File: src/rtl/pf_lanectrl_pkg.sv
// Shared types and helpers for the multi-lane HS_IO_CLK_PAUSE synchroniser.
// Holds the stretcher state encoding and the parameter-legality check.
package pf_lanectrl_pkg;

  typedef enum logic [1:0] {
    ST_IDLE = 2'd0,
    ST_HOLD = 2'd1,
    ST_GAP  = 2'd2
  } st_e;

  localparam int TMR_W = 4;

  function automatic bit params_ok(
    input int nl,
    input int ss,
    input int mp,
    input int mg,
    input int fe,
    input int cw
  );
    return (nl >= 1) && (nl <= 16)
        && (ss >= 0) && (ss <= 4)
        && (mp >= 1) && (mp <= 15)
        && (mg >= 0) && (mg <= 15)
        && ((fe == 0) || (fe == 1))
        && (cw >= 1);
  endfunction

endpackage

File: src/rtl/pf_lanectrl_pause_sync_mlane_if.sv
// Pause bundle: requests, lane enables and counter clear in (slave side);
// conditioned pauses, PAUSE_ACTIVE and packed EVENT_CNT out.
interface pf_lanectrl_pause_sync_mlane_if #(
  parameter int NUM_LANES = 4,
  parameter int CNT_W     = 8
);

  logic [NUM_LANES-1:0]       HS_IO_CLK_PAUSE;
  logic [NUM_LANES-1:0]       LANE_EN;
  logic                       CNT_CLR;
  logic [NUM_LANES-1:0]       HS_IO_CLK_PAUSE_SYNC;
  logic                       PAUSE_ACTIVE;
  logic [NUM_LANES*CNT_W-1:0] EVENT_CNT;

  modport master (
    output HS_IO_CLK_PAUSE,
    output LANE_EN,
    output CNT_CLR,
    input  HS_IO_CLK_PAUSE_SYNC,
    input  PAUSE_ACTIVE,
    input  EVENT_CNT
  );

  modport slave (
    input  HS_IO_CLK_PAUSE,
    input  LANE_EN,
    input  CNT_CLR,
    output HS_IO_CLK_PAUSE_SYNC,
    output PAUSE_ACTIVE,
    output EVENT_CNT
  );

endinterface

File: src/rtl/pf_lanectrl_pause_lane.sv
// One pause lane: sync chain, IDLE/HOLD/GAP stretcher, output flop, counter.
// Ports: CLK, RESET, pause_in, lane_en, cnt_clr -> pause_out, event_cnt.
module pf_lanectrl_pause_lane
  import pf_lanectrl_pkg::*;
#(
  parameter int SYNC_STAGES      = 2,
  parameter int MIN_PAUSE_CYCLES = 2,
  parameter int MIN_GAP_CYCLES   = 1,
  parameter int FALL_EDGE_OUT    = 0,
  parameter int CNT_W            = 8
) (
  input  logic             CLK,
  input  logic             RESET,
  input  logic             pause_in,
  input  logic             lane_en,
  input  logic             cnt_clr,
  output logic             pause_out,
  output logic [CNT_W-1:0] event_cnt
);

  localparam logic [TMR_W-1:0] W_LD =
    TMR_W'(MIN_PAUSE_CYCLES - 1);
  localparam logic [TMR_W-1:0] G_LD =
    TMR_W'((MIN_GAP_CYCLES > 0) ? MIN_GAP_CYCLES - 1 : 0);

  logic s;

  if (SYNC_STAGES == 0) begin : g_nosync
    assign s = pause_in;
  end else begin : g_sync
    (* syn_keep = 1 *) logic [SYNC_STAGES-1:0] sync_q;
    logic [SYNC_STAGES-1:0] sync_d;

    always_comb begin
      sync_d    = sync_q << 1;
      sync_d[0] = pause_in;
    end

    always_ff @(posedge CLK or posedge RESET) begin
      if (RESET) sync_q <= '0;
      else       sync_q <= sync_d;
    end

    assign s = sync_q[SYNC_STAGES-1];
  end

  st_e              st_q, st_d;
  logic [TMR_W-1:0] wcnt_q, wcnt_d;
  logic [TMR_W-1:0] gcnt_q, gcnt_d;
  logic             pend_q, pend_d;
  logic             p_q, p_d;
  logic [CNT_W-1:0] cnt_q, cnt_d;

  always_comb begin
    st_d   = st_q;
    wcnt_d = wcnt_q;
    gcnt_d = gcnt_q;
    pend_d = pend_q;
    unique case (st_q)
      ST_IDLE: begin
        if (s) begin
          st_d   = ST_HOLD;
          wcnt_d = W_LD;
        end
      end
      ST_HOLD: begin
        if (wcnt_q != '0) wcnt_d = wcnt_q - 1'b1;
        if (!s && wcnt_q == '0) begin
          if (MIN_GAP_CYCLES > 0) begin
            st_d   = ST_GAP;
            gcnt_d = G_LD;
          end else begin
            st_d = ST_IDLE;
          end
        end
      end
      ST_GAP: begin
        // requests seen while the gap runs are
        // remembered and served when it expires
        if (gcnt_q != '0) begin
          gcnt_d = gcnt_q - 1'b1;
          pend_d = pend_q | s;
        end else if (s || pend_q) begin
          st_d   = ST_HOLD;
          wcnt_d = W_LD;
          pend_d = 1'b0;
        end else begin
          st_d   = ST_IDLE;
          pend_d = 1'b0;
        end
      end
      default: st_d = ST_IDLE;
    endcase
    if (!lane_en) begin
      st_d   = ST_IDLE;
      pend_d = 1'b0;
    end
    p_d   = (st_d == ST_HOLD);
    cnt_d = cnt_q;
    if (cnt_clr) begin
      cnt_d = '0;
    end else if (p_d && st_q != ST_HOLD
                 && cnt_q != '1) begin
      cnt_d = cnt_q + 1'b1;
    end
  end

  always_ff @(posedge CLK or posedge RESET) begin
    if (RESET) begin
      st_q   <= ST_IDLE;
      wcnt_q <= '0;
      gcnt_q <= '0;
      pend_q <= 1'b0;
      p_q    <= 1'b0;
      cnt_q  <= '0;
    end else begin
      st_q   <= st_d;
      wcnt_q <= wcnt_d;
      gcnt_q <= gcnt_d;
      pend_q <= pend_d;
      p_q    <= p_d;
      cnt_q  <= cnt_d;
    end
  end

  if (FALL_EDGE_OUT != 0) begin : g_neg
    logic out_q, out_d;
    assign out_d = p_q;

    always_ff @(negedge CLK or posedge RESET) begin
      if (RESET) out_q <= 1'b0;
      else       out_q <= out_d;
    end

    assign pause_out = out_q;
  end else begin : g_pos
    assign pause_out = p_q;
  end

  assign event_cnt = cnt_q;

endmodule

File: src/rtl/pf_lanectrl_pause_sync_mlane.sv
// NUM_LANES independent pause stretchers into the LANECTRL clock domain.
// Ports: CLK, RESET, bus (slave): per-lane pauses, PAUSE_ACTIVE, EVENT_CNT.
module pf_lanectrl_pause_sync_mlane
  import pf_lanectrl_pkg::*;
#(
  parameter int NUM_LANES        = 4,
  parameter int SYNC_STAGES      = 2,
  parameter int MIN_PAUSE_CYCLES = 2,
  parameter int MIN_GAP_CYCLES   = 1,
  parameter int FALL_EDGE_OUT    = 0,
  parameter int CNT_W            = 8
) (
  input logic CLK,
  input logic RESET,
  pf_lanectrl_pause_sync_mlane_if.slave bus
);

  localparam bit PARAMS_OK = params_ok(
    NUM_LANES, SYNC_STAGES, MIN_PAUSE_CYCLES,
    MIN_GAP_CYCLES, FALL_EDGE_OUT, CNT_W);

  if (!PARAMS_OK) begin : g_bad_params
    $error("pf_lanectrl_pause_sync_mlane: bad params");
  end

  logic [NUM_LANES-1:0]       out_w;
  logic [NUM_LANES*CNT_W-1:0] cnt_w;

  for (genvar i = 0; i < NUM_LANES; i++) begin : g_lane
    pf_lanectrl_pause_lane #(
      .SYNC_STAGES      (SYNC_STAGES),
      .MIN_PAUSE_CYCLES (MIN_PAUSE_CYCLES),
      .MIN_GAP_CYCLES   (MIN_GAP_CYCLES),
      .FALL_EDGE_OUT    (FALL_EDGE_OUT),
      .CNT_W            (CNT_W)
    ) u_lane (
      .CLK       (CLK),
      .RESET     (RESET),
      .pause_in  (bus.HS_IO_CLK_PAUSE[i]),
      .lane_en   (bus.LANE_EN[i]),
      .cnt_clr   (bus.CNT_CLR),
      .pause_out (out_w[i]),
      .event_cnt (cnt_w[i*CNT_W +: CNT_W])
    );
  end

  assign bus.HS_IO_CLK_PAUSE_SYNC = out_w;
  assign bus.PAUSE_ACTIVE         = |out_w;
  assign bus.EVENT_CNT            = cnt_w;

endmodule

File: src/flat_wrapper.sv
// flat-port wrapper written by rule: the top's interface ports become plain ports
module pf_lanectrl_pause_sync_mlane_flat import pf_lanectrl_pkg::*;
#(
  parameter int NUM_LANES        = 4,
  parameter int SYNC_STAGES      = 2,
  parameter int MIN_PAUSE_CYCLES = 2,
  parameter int MIN_GAP_CYCLES   = 1,
  parameter int FALL_EDGE_OUT    = 0,
  parameter int CNT_W            = 8
)
  (CLK, RESET, bus_HS_IO_CLK_PAUSE, bus_LANE_EN, bus_CNT_CLR, bus_HS_IO_CLK_PAUSE_SYNC, bus_PAUSE_ACTIVE, bus_EVENT_CNT);
  pf_lanectrl_pause_sync_mlane_if #(.NUM_LANES(NUM_LANES), .CNT_W(CNT_W)) bus_i ();
  input logic CLK;
  input logic RESET;
  input wire logic [$bits(bus_i.HS_IO_CLK_PAUSE)-1:0] bus_HS_IO_CLK_PAUSE;
  input wire logic [$bits(bus_i.LANE_EN)-1:0] bus_LANE_EN;
  input wire logic [$bits(bus_i.CNT_CLR)-1:0] bus_CNT_CLR;
  output wire logic [$bits(bus_i.HS_IO_CLK_PAUSE_SYNC)-1:0] bus_HS_IO_CLK_PAUSE_SYNC;
  output wire logic [$bits(bus_i.PAUSE_ACTIVE)-1:0] bus_PAUSE_ACTIVE;
  output wire logic [$bits(bus_i.EVENT_CNT)-1:0] bus_EVENT_CNT;
  assign bus_i.HS_IO_CLK_PAUSE = bus_HS_IO_CLK_PAUSE;
  assign bus_i.LANE_EN = bus_LANE_EN;
  assign bus_i.CNT_CLR = bus_CNT_CLR;
  assign bus_HS_IO_CLK_PAUSE_SYNC = bus_i.HS_IO_CLK_PAUSE_SYNC;
  assign bus_PAUSE_ACTIVE = bus_i.PAUSE_ACTIVE;
  assign bus_EVENT_CNT = bus_i.EVENT_CNT;
  pf_lanectrl_pause_sync_mlane #(.NUM_LANES(NUM_LANES), .SYNC_STAGES(SYNC_STAGES), .MIN_PAUSE_CYCLES(MIN_PAUSE_CYCLES), .MIN_GAP_CYCLES(MIN_GAP_CYCLES), .FALL_EDGE_OUT(FALL_EDGE_OUT), .CNT_W(CNT_W)) u_core (.CLK(CLK), .RESET(RESET), .bus(bus_i));
endmodule
File: config.mk
export PLATFORM = sky130hd
export DESIGN_NAME = pf_lanectrl_pause_sync_mlane_flat
export DESIGN_NICKNAME = d
export VERILOG_FILES = /design/src/rtl/pf_lanectrl_pkg.sv /design/src/rtl/pf_lanectrl_pause_sync_mlane_if.sv /design/src/rtl/pf_lanectrl_pause_lane.sv /design/src/rtl/pf_lanectrl_pause_sync_mlane.sv /design/src/flat_wrapper.sv
export SDC_FILE = /design/constraint.sdc
export NUM_CORES = 1
export LEC_CHECK = 0
export ABC_AREA = 0
export BUFFER_PORTS_ARGS = -buffer_cell sky130_fd_sc_hd__buf_4
export CORE_MARGIN = 2
export CORE_UTILIZATION = 45
export DETAILED_ROUTE_END_ITERATION = 8
export PLACE_DENSITY = 0.71
export SYNTH_ARGS = -nofsm -noshare
export SYNTH_HDL_FRONTEND = slang
export SYNTH_SLANG_ARGS = --single-unit
File: constraint.sdc
create_clock -name CLK -period 2.6 [get_ports CLK]
set_input_delay 0.39 -clock CLK [delete_from_list [all_inputs] [get_ports CLK]]
set_output_delay 0.39 -clock CLK [all_outputs]
set_load 0.02 [all_outputs]
==> results of run 1 <==
[metrics by stage]
stage | hold WS (ps) | total power (W) | std cells
2_1_floorplan | 331 | 0.00201 | 450
3_3_place_gp | 336 | 0.00212 | 616
3_5_place_dp | 335 | 0.00215 | 616
4_1_cts | 122 | 0.00325 | 630
5_1_grt | 121 | 0.00340 | 630
6_report | 142 | 0.00321 | 630
[sequential cells by signal, indices dropped and copies added (netlist names)]
register and cells:
u_core.g_lane.u_lane.event_cnt 32, u_core.g_lane.u_lane.g_sync.sync_q 8, u_core.g_lane.u_lane.gcnt_q 16, u_core.g_lane.u_lane.pause_out 4, u_core.g_lane.u_lane.pend_q 4, u_core.g_lane.u_lane.st_q 8
u_core.g_lane.u_lane.wcnt_q 16
[layout by cell type, fill, tap and decap left out, types with 9 or more instances in the layout]
cell	synthesis	routed
sky130_fd_sc_hd__o21ai_0	24	24
sky130_fd_sc_hd__xnor2_1	18	18
sky130_fd_sc_hd__a21oi_1	19	19
sky130_fd_sc_hd__buf_4	4	49
sky130_fd_sc_hd__nand3_1	16	16
sky130_fd_sc_hd__nor4_1	11	11
sky130_fd_sc_hd__inv_1	24	23
sky130_fd_sc_hd__nor2_1	64	64
sky130_fd_sc_hd__clkbuf_8	0	9
sky130_fd_sc_hd__nor3_1	14	14
sky130_fd_sc_hd__nand2_1	36	36
sky130_fd_sc_hd__nor2b_1	10	10
sky130_fd_sc_hd__dfrtp_1	88	88
sky130_fd_sc_hd__nand2b_1	11	11
sky130_fd_sc_hd__xor2_1	17	17
sky130_fd_sc_hd__ha_1	12	12
[cells by family (layout without fill, tap and decap cells)]
group	after synthesis	count (layout)	synth area share, %
DFF	88	88	50.8
xor gates and xnor gates	35	35	7.07
adders and majority gates	12	12	3.47
buffers and inverters	37	88	3.78
muxes	5	5	1.24
and+or+nand+nor	209	209	24.4
AOI/OAI and AO/OA	64	64	9.21
[worst max-delay path, stage by stage (launching register included)]
cell and delay, ps:
sky130_fd_sc_hd__dfrtp_1 410, sky130_fd_sc_hd__inv_1 70, sky130_fd_sc_hd__ha_1 150, sky130_fd_sc_hd__or3b_2 460
sky130_fd_sc_hd__nand2b_1 240, sky130_fd_sc_hd__o211ai_1 210, sky130_fd_sc_hd__nor4_1 240, sky130_fd_sc_hd__mux2_2 360
[worst min path at each step]
stage                                                                    end  slack, ps
after CTS                 u_core.g_lane[2].u_lane.g_sync.sync_q[0]$_DFF_PP0_        120
after floorplan           u_core.g_lane[0].u_lane.g_sync.sync_q[1]$_DFF_PP0_        330
final                     u_core.g_lane[0].u_lane.g_sync.sync_q[0]$_DFF_PP0_        140
after global routing      u_core.g_lane[0].u_lane.g_sync.sync_q[0]$_DFF_PP0_        120
after detailed placement  u_core.g_lane[2].u_lane.g_sync.sync_q[1]$_DFF_PP0_        330
after global placement    u_core.g_lane[2].u_lane.g_sync.sync_q[1]$_DFF_PP0_        340
[report_power, final]
group	leakage (nW)	total, W	switching [W]	internal, W
logic	1.01	0.000534	0.000305	0.000228
clock network	0.112	0.00109	0.000460	0.000627
registers	1.18	0.00159	0.000109	0.00148
total	2.30	0.00321	0.000874	0.00234
[metal layers]
layer,track usage [%],up-vias,part of all wire [%]
met2,28.2,54,47
met4,5.95,0,1.7
met3,3.56,11,3.4
li1,-,1637,-
met1,23.3,1577,48
met5,0,-,0
[area by class of cell]
cell class,count,area share [%]
Inverter,24,1.86
Timing Repair Buffer,50,7.70
Tap cell,129,3.21
Clock inverter,4,1.89
Clock buffer,10,2.53
Multi-Input combinational cell,325,39.1
Sequential cell,88,43.7
==> summary.md, run 1 <==
| Metric | Value |
|---|---|
| Synthesized area per cell | `9.63 um^2` |
| Worst path arrival time | `2480 ps` |
| Min-Delay Startpoint | `bus_HS_IO_CLK_PAUSE[0]` |
| Setup fix buffers added after clock tree synthesis | `0` |
| Critical path startpoint | `u_core.g_lane[3].u_lane.gcnt_q[0]$_DFFE_PP0P_` |
| Class of the most critical setup path | `reg2reg` |
| Routed wire per std cell | `13.2 um` |
| Die Y | `102 um` |
| Worst IR Drop VDD | `0.000340 V` |
| Sum of negative setup slack | `0 ps` |
| Placed Instance Area | `4810 um^2` |
| Primary flip-flop cell chosen by synthesis mapping | `sky130_fd_sc_hd__dfrtp_1` |
| Slew HR | `66.2%` |
| Worst setup skew after layout | `11.1 ps` |
| Worst setup SP type | `flop` |
| Largest driver fanout on the critical path | `8` |
| Area added between synthesis and finish | `16.2%` |
| Number of distinct standard cells referenced by the synthesized netlist | `48` |
| Total iterations of the first detailed-routing run | `4` |
| Post-synth net total | `473` |
| Global route overflow | `0` |
| Setup violation total in the final timing report | `0` |
| Transition time at the pin with the least slew margin | `507 ps` |
| Port bufs | `47` |
| Post-DRT Antenna Nets | `0` |
| Cell area after layout | `5030 um^2` |
| Worst reg2reg path endpoint | `u_core.g_lane[3].u_lane.wcnt_q[3]$_DFFE_PP0P_` |
| Global routing usage summed across all routing layers | `17.3%` |
| H-tree levels | `3` |
| Vias | `3279` |
| Gp weighted congestion | `0.813` |
| Die Span X | `102 um` |
| Post-synthesis sequential element count | `88` |
| Fraction of post-synthesis cell area in the top cell type by area | `50.8%` |
| Cts hold-fix bufs | `0` |
| Number of sinks on the clock net | `88` |
| Max capacitance violation total | `0` |
| Site row count | `35` |
| Global-route wire length before repair | `14400 um` |
| Final slew viol count | `0` |
| Count of mapped cells out of synthesis | `450` |
| Setup slack after placement | `348 ps` |
| Initial antenna violation count | `0` |
| Layout cells sized above 1 | `15.2%` |
| Post-layout utilization of the core | `54.2%` |
| Post-cts gate resize count | `0` |
| Area of the mapped netlist | `4330 um^2` |
| Post-synthesis async set-or-reset flop share | `100%` |
| Time the worst path needs with I/O delays and setup | `2250 ps` |
| Number of remaining DRC errors | `0` |
| Storage cell area | `2200 um^2` |
| Top cells by instance count after synthesis | `88 x sky130_fd_sc_hd__dfrtp_1, 64 x sky130_fd_sc_hd__nor2_1, 36 x sky130_fd_sc_hd__nand2_1, 24 x sky130_fd_sc_hd__inv_1, 24 x sky130_fd_sc_hd__o21ai_0` |
| Count of flip-flops with a built-in enable after synthesis | `0` |
| Number of warning messages in the yosys log | `0` |
| Clk root buf | `sky130_fd_sc_hd__clkbuf_8` |
| Initial DRC count | `105` |
| Post-detail-place hpwl | `5790 um` |
| Post-route worst setup slack | `348 ps` |
| Required time reported for the critical path endpoint | `2830 ps` |
| Cell count of the worst hold path | `1` |
| Maximum clock insertion buffer count | `2` |
| Total clock buffers created by CTS | `9` |
| Result of the run | `finished, final reports clean` |
| Pin count of the biggest net entering global routing | `89` |
| R2R cell count | `7` |
| Area of combinational cells with multiple inputs | `1970 um^2` |
| Starting Density | `46.7%` |
| Sequential fraction of the synthesis area | `50.8%` |
| Worst-path clk slew | `90 ps` |
| Final nets | `521` |
| Register-to-Register Setup Slack | `350 ps` |
| Final count of hold timing violations | `0` |
| Vias per std cell | `5.20` |
| Number of global-route vias before repair | `3145` |
| Path category of the worst min-delay check | `in2reg` |
| Ant diodes | `0` |
| Overall die area | `10400 um^2` |
| Yosys top cell by area | `sky130_fd_sc_hd__dfrtp_1` |
| Most area-consuming cells after synthesis | `sky130_fd_sc_hd__dfrtp_1 51%, sky130_fd_sc_hd__nor2_1 5.5%, sky130_fd_sc_hd__xnor2_1 3.6%, sky130_fd_sc_hd__ha_1 3.5%, sky130_fd_sc_hd__xor2_1 3.4%` |
| Setup repair after global routing missed its margin | `false` |
| Power per Cell Area | `638 nW/um^2` |
| Maximum achievable frequency | `444 MHz` |
| Crit. End Element | `flop` |
| Number of top-level pins | `48` |
| Capturing element of the worst setup path | `u_core.g_lane[3].u_lane.wcnt_q[3]$_DFFE_PP0P_` |
| Pleak | `2.30 nW` |
| Std-Cell Core Area | `9280 um^2` |
| Reg-to-reg startpoint | `u_core.g_lane[3].u_lane.gcnt_q[0]$_DFFE_PP0P_` |
| Dominant cell by count in the synthesized netlist | `sky130_fd_sc_hd__dfrtp_1` |
| CTS tree | `built` |
| Skew-Pair Late Insertion Delay | `350 ps` |
| Drt total wl | `8340 um` |
| Number of fillers in the final layout | `833` |
| Fin crit share | `86.6%` |
No activity file was read; power rests on OpenSTA's default activity.
==> run 2, diff against run 1 <==
Settings changed: PLACE_DENSITY 0.71 to 0.69.
Clock period 2.6 ns to 2.67 ns, I/O delays scaled along.
==> summary.md, run 2 (same netlist as run 1, synthesis figures left out) <==
| Metric | Value |
|---|---|
| Number of fillers in the final layout | `861 (was 833)` |
| Starting Density | `46.7% (unchanged)` |
| Layout cells sized above 1 | `14.9% (was 15.2%)` |
| Fin crit share | `84.3% (was 86.6%)` |
| Sum of negative setup slack | `0 ps (unchanged)` |
| Largest driver fanout on the critical path | `8 (unchanged)` |
| Gp weighted congestion | `0.806 (was 0.813)` |
| Final slew viol count | `0 (unchanged)` |
| Skew-Pair Late Insertion Delay | `350 ps (about the same)` |
| Final nets | `521 (unchanged)` |
| Initial antenna violation count | `0 (unchanged)` |
| Flip-flop count of the largest register, all copies and words added | `32 (unchanged)` |
| Std-Cell Core Area | `9280 um^2 (unchanged)` |
| Post-cts gate resize count | `0 (unchanged)` |
| Vias per std cell | `5.15 (was 5.20)` |
| Setup slack after placement | `433 ps (was 348 ps)` |
| Die Span X | `102 um (unchanged)` |
| Longest individual stage delay on the worst path | `460 ps (about the same)` |
| Final count of hold timing violations | `0 (unchanged)` |
| CP max-delay cell | `sky130_fd_sc_hd__or3b_2 (unchanged)` |
| Required time reported for the critical path endpoint | `2910 ps (was 2830 ps)` |
| Cts hold-fix bufs | `0 (unchanged)` |
| Smallest hold slack | `147 ps (was 142 ps)` |
| Drt total wl | `8130 um (was 8340 um)` |
| Global route overflow | `0 (unchanged)` |
| Post-detail-place hpwl | `5670 um (was 5790 um)` |
| Number of sinks on the clock net | `88 (unchanged)` |
| H-tree levels | `3 (unchanged)` |
| Global routing usage summed across all routing layers | `17.2% (was 17.3%)` |
| Post-DRT Antenna Nets | `0 (unchanged)` |
| CTS tree | `built (unchanged)` |
| Total clock buffers created by CTS | `9 (unchanged)` |
| Power per Cell Area | `623 nW/um^2 (was 638 nW/um^2)` |
| Site row count | `35 (unchanged)` |
| Setup violation total in the final timing report | `0 (unchanged)` |
| Placed Instance Area | `4810 um^2 (unchanged)` |
| Worst path arrival time | `2490 ps (was 2480 ps)` |
| Pleak | `2.30 nW (about the same)` |
| Slew HR | `66.6% (was 66.2%)` |
| Worst IR Drop VDD | `0.000266 V (was 0.000340 V)` |
| Clk root buf | `sky130_fd_sc_hd__clkbuf_8 (unchanged)` |
| Critical path, cell by cell | `inv_1 > ha_1 > or3b_2 > nand2b_1 > o211ai_1 > nor4_1 > mux2_2 (unchanged)` |
| Pin count of the biggest net entering global routing | `89 (unchanged)` |
| Setup repair after global routing missed its margin | `false (unchanged)` |
| Global-route wire length before repair | `14200 um (was 14400 um)` |
| Class of the most critical setup path | `reg2reg (unchanged)` |
| Setup fix buffers added after clock tree synthesis | `0 (unchanged)` |
| Maximum clock insertion buffer count | `2 (unchanged)` |
| Post-route worst setup slack | `418 ps (was 348 ps)` |
| Most common library cell in the layout ignoring fill and taps | `sky130_fd_sc_hd__dfrtp_1 (unchanged)` |
| Number of global-route vias before repair | `3164 (was 3145)` |
| Vias | `3253 (was 3279)` |
| Transition time at the pin with the least slew margin | `502 ps (was 507 ps)` |
| Number of top-level pins | `48 (unchanged)` |
| Number of remaining DRC errors | `0 (unchanged)` |
| Area added between synthesis and finish | `16.3% (was 16.2%)` |
| Overall die area | `10400 um^2 (unchanged)` |
| Maximum achievable frequency | `444 MHz (about the same)` |
| Initial DRC count | `151 (was 105)` |
| Ant diodes | `0 (unchanged)` |
| Result of the run | `finished, final reports clean (unchanged)` |
| Max capacitance violation total | `0 (unchanged)` |
| Worst setup SP type | `flop (unchanged)` |
| Time the worst path needs with I/O delays and setup | `2250 ps (about the same)` |
| Most frequent cells in the layout | `88 x sky130_fd_sc_hd__dfrtp_1, 64 x sky130_fd_sc_hd__nor2_1, 49 x sky130_fd_sc_hd__buf_4 (unchanged)` |
| Cell area after layout | `5040 um^2 (was 5030 um^2)` |
| Routed wire per std cell | `12.9 um (was 13.2 um)` |
| Tot Pwr | `0.00314 W (was 0.00321 W)` |
| Crit. End Element | `flop (unchanged)` |
| Die Y | `102 um (unchanged)` |
| Total iterations of the first detailed-routing run | `4 (unchanged)` |
| Worst setup skew after layout | `8.30 ps (was 11.1 ps)` |
| Worst-path clk slew | `80 ps (was 90 ps)` |
| Path category of the worst min-delay check | `in2reg (unchanged)` |
| Port bufs | `47 (unchanged)` |
## run 2: final timing paths
check	startpoint	end	slack, ps	cells after the start
setup / recovery	u_core.g_lane[3].u_lane.gcnt_q[0]$_DFFE_PP0P_	u_core.g_lane[3].u_lane.wcnt_q[3]$_DFFE_PP0P_	420	7
hold reg to reg	u_core.g_lane[0].u_lane.g_sync.sync_q[0]$_DFF_PP0_	u_core.g_lane[0].u_lane.g_sync.sync_q[1]$_DFF_PP0_	350	0
setup reg to reg	u_core.g_lane[3].u_lane.gcnt_q[0]$_DFFE_PP0P_	u_core.g_lane[3].u_lane.wcnt_q[3]$_DFFE_PP0P_	420	7
max in group asynchronous	RESET	u_core.g_lane[3].u_lane.event_cnt[6]$_DFFE_PP0P_	2150	3
hold / removal	bus_HS_IO_CLK_PAUSE[2]	u_core.g_lane[2].u_lane.g_sync.sync_q[0]$_DFF_PP0_	150	1
min in group asynchronous	RESET	u_core.g_lane[2].u_lane.pause_out$_DFF_PP0_	180	3
## run 2: layout make-up
cell class                      count  area (um^2)  share of cell area [%]
Clock buffer                       13          139                    2.76
Sequential cell                    88         2200                    43.7
Clock inverter                      3         90.1                    1.79
Tap cell                          129          161                    3.20
Timing Repair Buffer               50          388                    7.69
Multi-Input combinational cell    325         1970                    39.0
Inverter                           24         93.8                    1.86
## run 2: per-stage QoR
step | instances | util (%)
floorplan | 450 | -
global placement | 616 | 51.8
detailed placement | 616 | 51.8
CTS | 632 | 54.3
global route | 632 | 54.3
finish | 632 | 54.3
## run 2: power breakdown
group / internal [W] / switching, W / total, W / leakage (nW)
Sequential: 0.00144 / 0.000105 / 0.00155 / 1.18
Combinational: 0.000223 / 0.000300 / 0.000522 / 1.01
Clock: 0.000624 / 0.000444 / 0.00107 / 0.112
Total: 0.00229 / 0.000849 / 0.00314 / 2.30
## run 2: routing by layer
metal | vias to the layer above | global-route usage (%) | part of all wire (%)
li1 | 1638 | - | -
met1 | 1549 | 22.9 | 48
met4 | 0 | 8.92 | 2.2
met2 | 56 | 27.1 | 47
met3 | 10 | 3.15 | 3.3
met5 | - | 0 | 0
## run 2: critical path, delay by kind of cell (launching register included)
| family | cells | cell delay, ps |
|---|---|---|
| simple gates | 3 | 940 |
| flops | 1 | 410 |
| mux | 1 | 360 |
| compound gates | 1 | 220 |
| fa+ha+maj | 1 | 150 |
| buf+inv | 1 | 60 |
